--- src/rtl/dlfloat_mac_host.sv ---
// rtl/dlfloat_mac_host.sv - host link controller for the byte-serial DLFloat16 MAC tile
// Serialises operand pairs onto the tile bus and reassembles byte-serial results.
module dlfloat_mac_host #(
    parameter int RES_LAT = 4
) (
    input  logic        clk,
    input  logic        rst_n,
    input  logic        op_valid,
    output logic        op_ready,
    input  logic [15:0] op_a,
    input  logic [15:0] op_b,
    output logic [15:0] bus_out,
    input  logic [7:0]  byte_in,
    output logic        res_valid,
    output logic [15:0] res_data,
    output logic        res_inf,
    output logic        busy
);

    logic             phase;
    logic             b_loaded;
    logic [15:0]      b_hold;
    logic [15:0]      lo_hold;
    logic [RES_LAT:0] track;
    logic             hi_pend;
    logic             accept;
    logic [15:0]      assembled;

    assign op_ready  = phase;
    assign accept    = op_valid & op_ready;
    assign busy      = b_loaded | (|track);
    assign assembled = {byte_in, lo_hold};

    always_ff @(posedge clk or negedge rst_n) begin
        if (!rst_n) begin
            phase     <= 1'b0;
            b_loaded  <= 1'b0;
            b_hold    <= 16'h0000;
            lo_hold   <= 16'h0000;
            track     <= '0;
            hi_pend   <= 1'b0;
            bus_out   <= 16'h0000;
            res_valid <= 1'b0;
            res_data  <= 16'h0000;
            res_inf   <= 1'b0;
        end else begin
            phase <= ~phase;

            // Marker enters on the phase-0 edge, so it is in bit 0 while B is on the bus.
            track   <= {track[RES_LAT-1:0], ~phase & b_loaded};
            hi_pend <= track[RES_LAT];

            if (track[RES_LAT]) begin
                lo_hold <= {8'h00, byte_in};
            end

            res_valid <= hi_pend;
            if (hi_pend) begin
                res_data <= {byte_in, lo_hold[7:0]};
                if ({byte_in, lo_hold[7:0]} == 16'hFFFF) begin
                    res_inf <= 1'b1;
                end
            end

            if (phase) begin
                if (accept) begin
                    bus_out  <= op_a;
                    b_hold   <= op_b;
                    b_loaded <= 1'b1;
                end else begin
                    bus_out <= 16'h0000;
                end
            end else begin
                bus_out  <= b_loaded ? b_hold : 16'h0000;
                b_loaded <= 1'b0;
            end
        end
    end

    // Upper half of lo_hold is always zero; only the low byte is ever stored.
    logic unused_ok;
    assign unused_ok = ^{assembled[15:8], lo_hold[15:8]};

endmodule
--- config.mk ---
export PLATFORM = sky130hd
export DESIGN_NAME = dlfloat_mac_host
export DESIGN_NICKNAME = d
export VERILOG_FILES = /design/src/rtl/dlfloat_mac_host.sv
export SDC_FILE = /design/constraint.sdc
export NUM_CORES = 1
export LEC_CHECK = 0
export CAP_MARGIN = 25
export CORE_ASPECT_RATIO = 0.8
export CORE_MARGIN = 5
export CORE_UTILIZATION = 30
export CTS_BUF_LIST = sky130_fd_sc_hd__clkbuf_8 sky130_fd_sc_hd__clkbuf_16
export DETAILED_ROUTE_END_ITERATION = 16
export SETUP_SLACK_MARGIN = 0.15
export SLEW_MARGIN = 20
export SYNTH_ARGS = -nofsm -noshare
export SYNTH_HDL_FRONTEND = slang
export SYNTH_SLANG_ARGS = --single-unit
--- constraint.sdc ---
create_clock -name clk -period 1.7 [get_ports clk]
set_clock_uncertainty 0.1 [all_clocks]
set_input_delay 0.17 -clock clk [delete_from_list [all_inputs] [get_ports clk]]
set_output_delay 0.17 -clock clk [all_outputs]
set_load 0.01 [all_outputs]
==> impl_metrics.env <==
export IMPL_start_util_pct=30.81
export IMPL_maxCapViolations=0
export IMPL_power_density_mw_per_mm2=983.2
export IMPL_vias=1486
export IMPL_utilization_pct=45.05
export IMPL_grt_max_degree=67
export IMPL_cp_top_family="buffers and inverters"
export IMPL_yosysTopAreaCell="dfrtp_1"
export IMPL_seq_area_sq_mm=0.001652
export IMPL_h_tree_depth=3
export IMPL_synth_cells=146
export IMPL_yosys_most_used_dff="dfrtp_1"
export IMPL_grt_pass1_vias=1615
export IMPL_worstSetupStartpointType="flip-flop"
export IMPL_ant_nets=0
export IMPL_grt_pass1_wl_um=8128
export IMPL_pin_count=79
export IMPL_core_area_sq_mm=0.007946
export IMPL_cpMaxStageDelayCell="clkdlybuf4s50_1"
export IMPL_syn_nets=189
export IMPL_multi_input_area_sq_um=718.2
export IMPL_cts_tree="yes"
export IMPL_rows=29
export IMPL_path_clk_slew_ps=70
export IMPL_gr_total_overflow=0
export IMPL_r2r_end="b_hold[7]"
export IMPL_drive_gt1_share_pct=27.20
export IMPL_tightestPinTransition_ps=361.6
export IMPL_drc=0
export IMPL_clk_path_buf_depth=2
export IMPL_worst_setup_path_type="reg2out"
export IMPL_cts_buffers=9
export IMPL_timing_setup_tns_ps=0
export IMPL_cp_max_fo=1
export IMPL_synth_area_top_cells="dfrtp_1 67%, mux2_2 11%, mux2_4 8.6%, a22o_1 5.7%, buf_6 0.92%"
export IMPL_rsz0062_at_grt="yes"
export IMPL_drt_vias_per_instance=4.282
export IMPL_die_w_um=111.0
export IMPL_fin_crit_ps=1490
export IMPL_layout_setup_ws_ps=210.2
export IMPL_slew_viol_final=0
export IMPL_timing_rr_start="op_ready"
export IMPL_synthTopCellsByCount="66 x dfrtp_1, 25 x mux2_2, 16 x a22o_1"
export IMPL_syn_cell_area_sq_mm=0.002449
export IMPL_final_nets=277
export IMPL_antenna_found_initial=0
export IMPL_synth_edf_count=0
export IMPL_dieArea_sq_mm=0.01008
export IMPL_pre_cts_slack_ps=116.4
export IMPL_ys_ff_latch=66
export IMPL_required_ps=1430
export IMPL_fmax_mhz=671.2
export IMPL_synthToLayoutAreaGrowth_pct=46.19
export IMPL_max_stage_delay_ps=540
export IMPL_crit_chain="clkdlybuf4s50_1"
export IMPL_min_path_type="in2async"
export IMPL_r2r_cells=3
export IMPL_end_kind="primary output"
export IMPL_yosysMostFrequentCell="dfrtp_1"
export IMPL_r2r_slack_ps=390
export IMPL_path_depth=1
export IMPL_drt_wl_total_um=4848
export IMPL_yosysTopAreaCellShare_pct=67.45
export IMPL_n_fill_cell=712
export IMPL_crit_path_start="bus_out[0]"
export IMPL_setup_violations_final=0
export IMPL_yosysWarningCount=0
export IMPL_clock_latency_ps=330
export IMPL_ir_drop_mv=0.4408
export IMPL_endpoint="bus_out[0]"
export IMPL_die_h_um=90.81
export IMPL_drtIter0Drc=29
export IMPL_synth_avg_cell_area_sq_um=16.77
export IMPL_first_pass_iters=4
export IMPL_power_w=0.003519
export IMPL_grtUsageTotal_pct=10.33
export IMPL_arrival_ps=1220
export IMPL_dp_hpwl_um=3470
export IMPL_cts_sinks=66
export IMPL_synthDistinctLibCells=17
export IMPL_hold_viol=0
export IMPL_wl_per_cell_um=13.97
export IMPL_status="finished, final reports clean"
export IMPL_routabilityCongestion=0.7064
export IMPL_ys_seq_area_share_pct=67.45
export IMPL_synth_async_reset_ratio_pct=100.0
export IMPL_cts_root_buf="clkbuf_8"
export IMPL_num_antenna_cells=0
export IMPL_period_share_pct=87.64
export IMPL_io_buffers=78
export IMPL_slew_limit_headroom_pct=75.89
export IMPL_p_leak_nw=1.680
export IMPL_critPathBufInv=1
-- timing repair --
action | CTS | global route
resized for setup | 6 | 10
hold buffers | 1 | 0
pin swaps | 2 | 2
setup buffers | 0 | 0
endpoints found under the setup margin | 2 | 11
hold endpoints to repair | 66 | 0
-- registers in the layout, indices dropped and copies added (netlist names) --
register	cells
track	5
b_hold	16
hi_pend	1
res_data	16
assembled	8
b_loaded	1
res_valid	1
res_inf	1
bus_out	16
op_ready	1
-- kinds of logic (layout without fill, tap and decap cells) --
family,count (synthesis),in the layout,synth area share (%)
flops,66,66,67.45
mux,39,39,20.08
compound gates,18,18,6.336
simple gates,12,12,2.657
buf+inv,11,104,3.475
-- power by group --
group | total (W) | internal (W) | switching, W
clock | 0.00123 | 0.000661 | 0.000574
sequential | 0.00178 | 0.00171 | 0.0000702
combinational | 0.000508 | 0.000338 | 0.000170
-- routing by layer --
metal / wire (um) / up-vias / GRT usage [%] / share of wire, %
met3: 270 / 5 / 5.090 / 5.6
met2: 2182 / 47 / 14.75 / 45
met4: 74 / 0 / 4.000 / 1.5
met5: 0 / - / 0 / 0
li1: - / 700 / - / -
met1: 2320 / 734 / 13.42 / 48
-- how the worst min path moves through the flow --
stage | from | endpoint | slack, ps | cells past startpoint
4_1_cts | rst_n | res_data[9] | 270 | 3
6_report | rst_n | res_valid | 270 | 3
3_5_place_dp | rst_n | track[3] | 120 | 2
5_1_grt | track[0] | track[1] | 290 | 0
3_3_place_gp | rst_n | res_data[2] | 110 | 2
2_1_floorplan | rst_n | assembled[0] | -230 | 0
-- final cells by class --
| type | instances | area share (%) |
|---|---|---|
| Sequential cell | 66 | 46.14 |
| Timing Repair Buffer | 86 | 24.64 |
| Multi-Input combinational cell | 69 | 20.06 |
| Tap cell | 108 | 3.775 |
| Clock buffer | 9 | 3.460 |
| Clock inverter | 7 | 1.713 |
| Inverter | 2 | 0.2097 |
-- through the flow --
stage	instances	hold WS [ps]	instance area [sq um]
global placement	330	113.7	3359
floorplan	146	-225.6	2449
detailed placement	330	118.5	3359
CTS	347	274.9	3555
global route	347	294.3	3580
finish	347	271.7	3580
-- placed cells by master, fill, tap and decap left out, drive strengths merged --
cell and n:
dfrtp 66, clkdlybuf4s50 65, mux2 39, a22o 16
dlymetal6s2s 10, clkbuf 9, buf 9, clkinv 4
nor2 3, inv 3, nand4 3, nand2 2
nor4 2, nor2b 1, and2 1, o21ai 1
a41o 1, clkinvlp 1, bufinv 1, dlygate4sd3 1
dlygate4sd2 1
(Power assumes the default switching activity.)
